--- config.mk ---
export PLATFORM = sky130hd
export DESIGN_NAME = serial_tx_fifo_flat
export DESIGN_NICKNAME = d
export VERILOG_FILES = /design/src/rtl/serial_tx_fifo_if.sv /design/src/rtl/serial_tx_fifo.sv /design/src/flat_wrapper.sv
export SDC_FILE = /design/constraint.sdc
export NUM_CORES = 1
export LEC_CHECK = 0
export BUFFER_PORTS_ARGS = -buffer_cell sky130_fd_sc_hd__buf_4
export CAP_MARGIN = 20
export CORE_UTILIZATION = 64
export CTS_BUF_LIST = sky130_fd_sc_hd__clkbuf_4
export DETAILED_ROUTE_END_ITERATION = 10
export GPL_ROUTABILITY_DRIVEN = 0
export GPL_TIMING_DRIVEN = 0
export MAX_ROUTING_LAYER = met4
export PLACE_DENSITY_LB_ADDON = 0.25
export SLEW_MARGIN = 20
export SYNTH_ARGS = -nofsm -noshare
export SYNTH_HDL_FRONTEND = slang
export SYNTH_SLANG_ARGS = --single-unit
--- constraint.sdc ---
create_clock -name clk -period 3.7 [get_ports clk]
set_input_delay 0.185 -clock clk [delete_from_list [all_inputs] [get_ports clk]]
set_output_delay 0.185 -clock clk [all_outputs]
set_load 0.005 [all_outputs]
--- src/rtl/serial_tx_fifo_if.sv ---
// rtl/serial_tx_fifo_if.sv - byte-in / serial-out handshake bundle for serial_tx_fifo
interface serial_tx_fifo_if #(
    parameter int DEPTH_LOG2 = 4
);
    logic [7:0]          data;
    logic                new_data;
    logic                block;
    logic                busy;
    logic                tx;
    logic                idle;
    logic                overflow;
    logic [DEPTH_LOG2:0] level;

    modport master (
        output data, new_data, block,
        input  busy, tx, idle, overflow, level
    );

    modport slave (
        input  data, new_data, block,
        output busy, tx, idle, overflow, level
    );
endinterface

--- src/rtl/serial_tx_fifo.sv ---
// rtl/serial_tx_fifo.sv - FIFO-buffered 8N1 UART transmitter
module serial_tx_fifo #(
    parameter int CLK_PER_BIT = 50,
    parameter int DEPTH_LOG2  = 4
) (
    input logic           clk,
    input logic           rst,
    serial_tx_fifo_if.slave bus
);
    localparam int DEPTH = 1 << DEPTH_LOG2;
    localparam int TW    = (CLK_PER_BIT > 1) ? $clog2(CLK_PER_BIT) : 1;
    localparam logic [TW-1:0]       BIT_LAST = TW'(CLK_PER_BIT - 1);
    localparam logic [DEPTH_LOG2:0] FULL     = (DEPTH_LOG2 + 1)'(DEPTH);

    localparam logic [1:0] S_IDLE  = 2'd0;
    localparam logic [1:0] S_START = 2'd1;
    localparam logic [1:0] S_DATA  = 2'd2;
    localparam logic [1:0] S_STOP  = 2'd3;

    logic [7:0]            mem [DEPTH];
    logic [DEPTH_LOG2-1:0] wr_ptr;
    logic [DEPTH_LOG2-1:0] rd_ptr;
    logic [DEPTH_LOG2:0]   count;
    logic                  overflow_q;

    logic [1:0]            state;
    logic [TW-1:0]         bit_timer;
    logic [TW-1:0]         bit_timer_nxt;
    logic [2:0]            bit_idx;
    logic [7:0]            shift;
    logic                  tx_q;

    logic                  full;
    logic                  bit_last;
    logic                  wr_en;
    logic                  pop_en;

    assign full          = (count == FULL);
    assign bit_last      = (bit_timer == BIT_LAST);
    assign bit_timer_nxt = bit_last ? '0 : bit_timer + 1'b1;

    // Write/pop strobes; a pop is only considered in IDLE or on the final stop-bit cycle
    always_comb begin
        wr_en  = bus.new_data && !full;
        pop_en = (count != '0) && !bus.block &&
                 ((state == S_IDLE) || ((state == S_STOP) && bit_last));
    end

    assign bus.busy     = full;
    assign bus.tx       = tx_q;
    assign bus.idle     = (state == S_IDLE) && (count == '0);
    assign bus.overflow = overflow_q;
    assign bus.level    = count;

    // FIFO storage; contents need no reset because count gates every read
    always_ff @(posedge clk) begin
        if (wr_en) begin
            mem[wr_ptr] <= bus.data;
        end
    end

    // FIFO pointers, occupancy and sticky overflow flag
    always_ff @(posedge clk or negedge rst) begin
        if (!rst) begin
            wr_ptr     <= '0;
            rd_ptr     <= '0;
            count      <= '0;
            overflow_q <= 1'b0;
        end else begin
            if (wr_en) begin
                wr_ptr <= wr_ptr + 1'b1;
            end
            if (pop_en) begin
                rd_ptr <= rd_ptr + 1'b1;
            end
            case ({wr_en, pop_en})
                2'b10:   count <= count + 1'b1;
                2'b01:   count <= count - 1'b1;
                default: count <= count;
            endcase
            if (bus.new_data && full) begin
                overflow_q <= 1'b1;
            end
        end
    end

    // Frame sequencer; tx is registered so the line never glitches from inputs
    always_ff @(posedge clk or negedge rst) begin
        if (!rst) begin
            state     <= S_IDLE;
            bit_timer <= '0;
            bit_idx   <= '0;
            shift     <= '0;
            tx_q      <= 1'b1;
        end else begin
            case (state)
                S_IDLE: begin
                    tx_q      <= 1'b1;
                    bit_timer <= '0;
                    if (pop_en) begin
                        shift <= mem[rd_ptr];
                        tx_q  <= 1'b0;
                        state <= S_START;
                    end
                end
                S_START: begin
                    bit_timer <= bit_timer_nxt;
                    if (bit_last) begin
                        tx_q    <= shift[0];
                        bit_idx <= '0;
                        state   <= S_DATA;
                    end
                end
                S_DATA: begin
                    bit_timer <= bit_timer_nxt;
                    if (bit_last) begin
                        if (bit_idx == 3'd7) begin
                            tx_q  <= 1'b1;
                            state <= S_STOP;
                        end else begin
                            shift   <= shift >> 1;
                            tx_q    <= shift[1];
                            bit_idx <= bit_idx + 1'b1;
                        end
                    end
                end
                S_STOP: begin
                    bit_timer <= bit_timer_nxt;
                    if (bit_last) begin
                        if (pop_en) begin
                            shift <= mem[rd_ptr];
                            tx_q  <= 1'b0;
                            state <= S_START;
                        end else begin
                            state <= S_IDLE;
                        end
                    end
                end
                default: begin
                    tx_q  <= 1'b1;
                    state <= S_IDLE;
                end
            endcase
        end
    end
endmodule

--- src/flat_wrapper.sv ---
// flat-port wrapper written by rule: the top's interface ports become plain ports
module serial_tx_fifo_flat 
#(
    parameter int CLK_PER_BIT = 50,
    parameter int DEPTH_LOG2  = 4
)
  (clk, rst, bus_data, bus_new_data, bus_block, bus_busy, bus_tx, bus_idle, bus_overflow, bus_level);
  serial_tx_fifo_if #(.DEPTH_LOG2(DEPTH_LOG2)) bus_i ();
  input logic clk;
  input logic rst;
  input wire logic [$bits(bus_i.data)-1:0] bus_data;
  input wire logic [$bits(bus_i.new_data)-1:0] bus_new_data;
  input wire logic [$bits(bus_i.block)-1:0] bus_block;
  output wire logic [$bits(bus_i.busy)-1:0] bus_busy;
  output wire logic [$bits(bus_i.tx)-1:0] bus_tx;
  output wire logic [$bits(bus_i.idle)-1:0] bus_idle;
  output wire logic [$bits(bus_i.overflow)-1:0] bus_overflow;
  output wire logic [$bits(bus_i.level)-1:0] bus_level;
  assign bus_i.data = bus_data;
  assign bus_i.new_data = bus_new_data;
  assign bus_i.block = bus_block;
  assign bus_busy = bus_i.busy;
  assign bus_tx = bus_i.tx;
  assign bus_idle = bus_i.idle;
  assign bus_overflow = bus_i.overflow;
  assign bus_level = bus_i.level;
  serial_tx_fifo #(.CLK_PER_BIT(CLK_PER_BIT), .DEPTH_LOG2(DEPTH_LOG2)) u_core (.clk(clk), .rst(rst), .bus(bus_i));
endmodule
After elaboration in Yosys (flattened, before gate mapping)
Memory sizes are Yosys's and may differ from the RTL's.
Index checks and enable logic that the tools add are counted.
{"block": "word_totals", "output_inout_bits": 9, "register_bits": 34, "n_memories": 1, "elab_cells": 79, "mem_bits_rw": 128, "inputBits": 12}
{"memory": "u_core.mem", "words": 16, "width": 8, "rd": 1, "rd_clocked_by_memory_dff": 0, "wr": 1, "line_no": "serial_tx_fifo.sv:20", "rtl": "logic [7:0] mem [DEPTH];"}
{"block": "op_classes", "n_addsub": 6, "reduce_logical": 20, "eq_ne": 15, "n_mux": 28}
{"operator": "8-bit 2-to-1 mux", "n": 4}
{"operator": "8-bit case mux with 3 select lines", "n": 1}
{"operator": "2-bit by 1-bit != test with 1-bit output, second input constant", "n": 6}
{"operator": "6-bit case mux with 2 select lines", "n": 1}
{"operator": "4-bit AND reduction", "n": 3}
{"operator": "2-bit 2-to-1 mux", "n": 5}
{"operator": "5-bit case mux with 2 select lines", "n": 1}
{"operator": "1-bit 2-to-1 mux", "n": 9}
{"operator": "3-bit 2-to-1 mux", "n": 3}
{"operator": "4-bit by 1-bit adder with 4-bit output, second input constant", "n": 2}
{"operator": "2-bit case mux with 4 select lines", "n": 1}
{"operator": "6-bit by 1-bit adder with 6-bit output, second input constant", "n": 1}
{"operator": "2-bit == test, second input constant", "n": 3}
{"operator": "6-bit == test, second input constant", "n": 1}
{"operator": "1-bit logical AND", "n": 6}
{"operator": "6-bit 2-to-1 mux", "n": 1}
{"operator": "3-bit case mux with 2 select lines", "n": 1}
{"operator": "5-bit by 1-bit adder with 5-bit output, second input constant", "n": 1}
{"operator": "5-bit == test, second input constant", "n": 1}
{"operator": "5-bit zero test", "n": 1}
{"operator": "5-bit AND reduction", "n": 1}
{"operator": "5-bit nonzero test", "n": 1}
{"operator": "5-bit by 1-bit subtractor with 5-bit output, second input constant", "n": 1}
{"operator": "2-bit by 1-bit == test with 1-bit output, second input constant", "n": 2}
{"operator": "10 further kinds", "n": 12}

Longest topological paths before layout
{"block": "depth", "word_depth": 7, "ltp_mapped": 15}

Worst setup path after synthesis
Ideal clock, no wire load.
{"block": "synth_path", "kind": "register -> register", "start": "reg u_core.bit_timer[1]", "end": "reg u_core.count[4] (netlist: u_core.bus.level[4])", "arrival_ns": 2.612, "path_stages_with_launch": 16, "period_less_slack_ns": 2.738, "path_buffers": 1, "slack_ns": 0.962, "setup_time_ns": 0.125, "path_cell_list": "dfrtp_1 inv_1 ha_1 or3b_4 o21ai_0 nand2_1 inv_2 ha_1 clkbuf_1 xor2_1 ha_1 a211oi_1 a21oi_1 a32oi_1 nor2_1 xor2_1"}
{"block": "synth_between", "elab_chain_len": 6, "word_cells_on_any_way": 8}
{"item": "start, declared", "line_no": "serial_tx_fifo.sv:27", "rtl": "logic [TW-1:0] bit_timer;"}
{"item": "start signal, assigned", "line_no": "serial_tx_fifo.sv:107", "rtl": "bit_timer <= bit_timer_nxt;"}
{"item": "start signal, assigned", "line_no": "serial_tx_fifo.sv:115", "rtl": "bit_timer <= bit_timer_nxt;"}
{"item": "start signal, assigned", "line_no": "serial_tx_fifo.sv:128", "rtl": "bit_timer <= bit_timer_nxt;"}
{"item": "6-bit == test (*)", "line_no": "serial_tx_fifo.sv:39", "rtl": "assign bit_last = (bit_timer == BIT_LAST);"}
{"item": "1-bit logical AND (*)", "line_no": "serial_tx_fifo.sv:46", "rtl": "((state == S_IDLE) || ((state == S_STOP) && bit_last));"}
{"item": "1-bit logical OR (*)", "line_no": "serial_tx_fifo.sv:46"}
{"item": "1-bit logical AND (*)", "line_no": "serial_tx_fifo.sv:45", "rtl": "pop_en = (count != '0) && !bus.block &&"}
{"item": "2-bit by 1-bit == test with 1-bit output or 2-bit == test (tied branches)", "line_no": "serial_tx_fifo.sv:76", "rtl": "case ({wr_en, pop_en})"}
{"item": "5-bit case mux with 2 select lines or 2-bit nonzero test (tied branches)"}
{"item": "end signal, assigned", "line_no": "serial_tx_fifo.sv:77", "rtl": "2'b10: count <= count + 1'b1;"}
{"item": "end signal, assigned", "line_no": "serial_tx_fifo.sv:78", "rtl": "2'b01: count <= count - 1'b1;"}
{"item": "end signal, assigned", "line_no": "serial_tx_fifo.sv:79", "rtl": "default: count <= count;"}
{"item": "end, declared", "line_no": "serial_tx_fifo.sv:23", "rtl": "logic [DEPTH_LOG2:0] count;"}
Every way passes the cells marked *; elsewhere a longest branch is shown, timed or not.
A chain may end at the register's enable or synchronous reset.

Worst setup path in the final report
{"block": "layout_path", "start": "reg u_core.count[2] (netlist: u_core.bus.level[2])", "end": "reg u_core.count[4] (netlist: u_core.bus.level[4])"}
{"block": "layout_between", "elab_chain_len": 5, "word_cells_on_any_way": 12}
{"item": "5-bit == test or 5-bit nonzero test (tied branches)", "line_no": "serial_tx_fifo.sv:38, serial_tx_fifo.sv:45"}
{"item": "1-bit zero test or 1-bit logical AND (tied branches)", "line_no": "serial_tx_fifo.sv:44, serial_tx_fifo.sv:45"}
{"item": "1-bit logical AND (on tied branches)", "line_no": "serial_tx_fifo.sv:44, serial_tx_fifo.sv:45"}
{"item": "2-bit by 1-bit == test with 1-bit output or 2-bit == test (tied branches)", "line_no": "serial_tx_fifo.sv:76"}
{"item": "5-bit case mux with 2 select lines or 2-bit nonzero test (tied branches)"}
Parallel ways exist; a longest one is shown, timed or not.

==> run metrics <==
gr busiest metal=met2; Num CTS Buffers=17; Pre-antenna DRT Iters=5; Worst VDD drop=461 uV; area leader, netlist=edfxtp_1; post-synthesis sequential area ratio=68.3%; share of Yosys cell area claimed by the top area cell type=55.9%; crit path max fanout=9; Area growth syn-to-layout=10.5%; Post-DP Area=7230 um^2; worst setup path class=register to register; syn nets=452; Final min period=3130 ps; most frequent cell after synthesis=edfxtp_1; distinct cell type count after synthesis=42; post-CTS resize count=0; Clock Skew=21.5 ps; FF-to-FF End=u_core.bus.level[4]; Post-DP HPWL=8740 um; Worst Tran Pin Value=892 ps; htree depth=4; CP Capture Type=register; FP Rows=37; CP Data Arrival Time=3580 ps; routing usage on met3=6.49%; setup TNS=0 ps; final net count=504; worst slack, placed=629 ps; number of remaining DRC errors=0; Synth top cells by count=edfxtp_1 (128), nor2_1 (36), dfrtp_1 (33); Via density=6.10; largest net degree at the start of global routing=35; unrepaired setup endpoints after global routing=no; Slew Limit Fails=0; Startpoint Class=register; Final ANT Viol Nets=0; Layout Utilization=73.3%; Synth Register Bits=162; final setup fails=0; via count=3809; layout filler cell count=670; DIE AREA=11200 um^2; Core Box Area=10400 um^2; synthesized cell area=6870 um^2; post-CTS setup buffers=0; Avg Inst Size Synth=16.3 um^2; CTS max path bufs=2; status=finished clean; FF-to-FF path depth=14; Pleak=2.70 nW; slew margin rel.=40.3%; Peak Freq=319 MHz; HP Class=input pin to asynchronous set/reset pin; total global routing overflow=0; clk slew on worst S/H paths=130 ps; CTS tree=built; routed len/inst=20.8 um; Initial Utilization=66.3%; cell area after layout=7600 um^2; worst skew pair latency=550 ps; ys async rst share=21.0%; Ys Warns=0; reg2reg start=u_core.bus.level[2]; Initial DRC Count=273; synth top area cells=edfxtp_1 (56%), dfrtp_1 (12%), mux4_2 (10%), ha_1 (3.3%), nor2_1 (2.0%); first-pass GRT wire length=21100 um; PwrDens=503 nW/um^2; M2 GR Usage=41.9%; Final Hold Vio Count=0; flop2flop setup slack=570 ps; met1 usage in global routing=34.6%; number of max-cap violations=0; DIE HEIGHT=106 um; CTS root buf=clkbuf_4; Die Width=106 um; # hold bufs at CTS=11; number of port buffers=20; io pins=21; EDFF count, synth=128; clk sink count=162; Synth Flop Type=edfxtp_1; vias in the first global route=4005; layout cells sized above 1=21.1%; cell count after synthesis=422; final hold slack=119 ps; fin crit share=84.6%; Critical Path RT=4150 ps; initial antenna violation count=1; final worst setup slack=570 ps; drt total wl=13000 um; GRT Util Overall=27.2%
[worst max-delay path, stage by stage (launching register included)]
cell and delay (ps):
dfrtp_1 480, nor3_1 360, and3b_1 290, nor2b_1 70
clkbuf_1 220, inv_1 130, ha_1 150, clkbuf_1 310
xor2_1 140, ha_1 230, a211oi_1 230, a21oi_1 60
a32oi_1 160, nor2_1 70, xor2_1 140
[worst max path at each step]
| stage | startpoint | slack [ps] | end | cells past startpoint |
|---|---|---|---|---|
| final | u_core.bus.level[2] | 570 | u_core.bus.level[4] | 14 |
| after global routing | u_core.bus.level[2] | 280 | u_core.bus.level[4] | 14 |
| after CTS | u_core.bus.level[2] | 600 | u_core.bus.level[4] | 14 |
| after detailed placement | u_core.bus.level[2] | 630 | u_core.bus.level[4] | 14 |
| after global placement | u_core.bus.level[1] | 660 | u_core.mem[0][4] | 6 |
| after floorplan | u_core.bit_timer[1] | 960 | u_core.bus.level[4] | 15 |
[cell families after synthesis]
logic type               synth area share (%)
XOR/XNOR                                 2.04
flip-flops                               68.3
multiplexers                             11.4
buffers and inverters                    1.55
AND/OR/NAND/NOR                          7.15
AO/OA/AOI/OAI                            6.24
adder cells (fa/ha/maj)                  3.28
[placed cells by master, fill, tap and decap left out, types with 6 or more instances in the layout]
cell,instances
clkbuf_4,19
dlygate4sd3_1,11
o21ai_0,6
edfxtp_1,128
mux4_2,32
and3_1,8
a22o_1,15
ha_1,18
nor2_1,36
inv_1,7
dfrtp_1,33
xnor2_1,8
nor2b_1,10
clkbuf_1,12
o21ai_1,12
nand2_1,25
xor2_1,8
a221oi_1,7
buf_4,22
nand2b_1,6
[sequential cells by signal, summed over array words and instances (netlist names)]
signal               count
u_core.mem             128
u_core.shift             8
u_core.state             2
u_core.bit_idx           3
u_core.rd_ptr            4
u_core.bus.overflow      1
u_core.wr_ptr            4
u_core.bit_timer         6
u_core.bus.level         5
u_core.bus.tx            1
[stage by stage]
stage,std cells,total power (W)
2_1_floorplan,422,0.00264
3_3_place_gp,578,0.00283
3_5_place_dp,580,0.00289
4_1_cts,623,0.00383
5_1_grt,624,0.00396
6_report,624,0.00382
[final cells by class]
| cell class | instances | area, um^2 | area share [%] |
|---|---|---|---|
| Antenna cell | 1 | 2.50 | 0.0329 |
| Buffer | 19 | 76.3 | 1.00 |
| Clock buffer | 19 | 143 | 1.88 |
| Clock inverter | 13 | 111 | 1.47 |
| Inverter | 8 | 30.0 | 0.395 |
| Multi-Input combinational cell | 233 | 2090 | 27.5 |
| Sequential cell | 162 | 4700 | 61.8 |
| Tap cell | 136 | 170 | 2.24 |
| Timing Repair Buffer | 33 | 275 | 3.62 |
[power by group]
part	switching, W	leakage [nW]	internal (W)
combinational	0.000361	0.991	0.000240
clock	0.000606	0.127	0.000346
sequential	0.0000952	1.58	0.00217
[metal layers]
layer	vias to the layer above	part of all wire, %
li1	1734	-
met1	1941	43
met2	106	49
met3	28	4.8
met4	0	2.5
met5	-	0
Power figures use the tool's default switching activity.
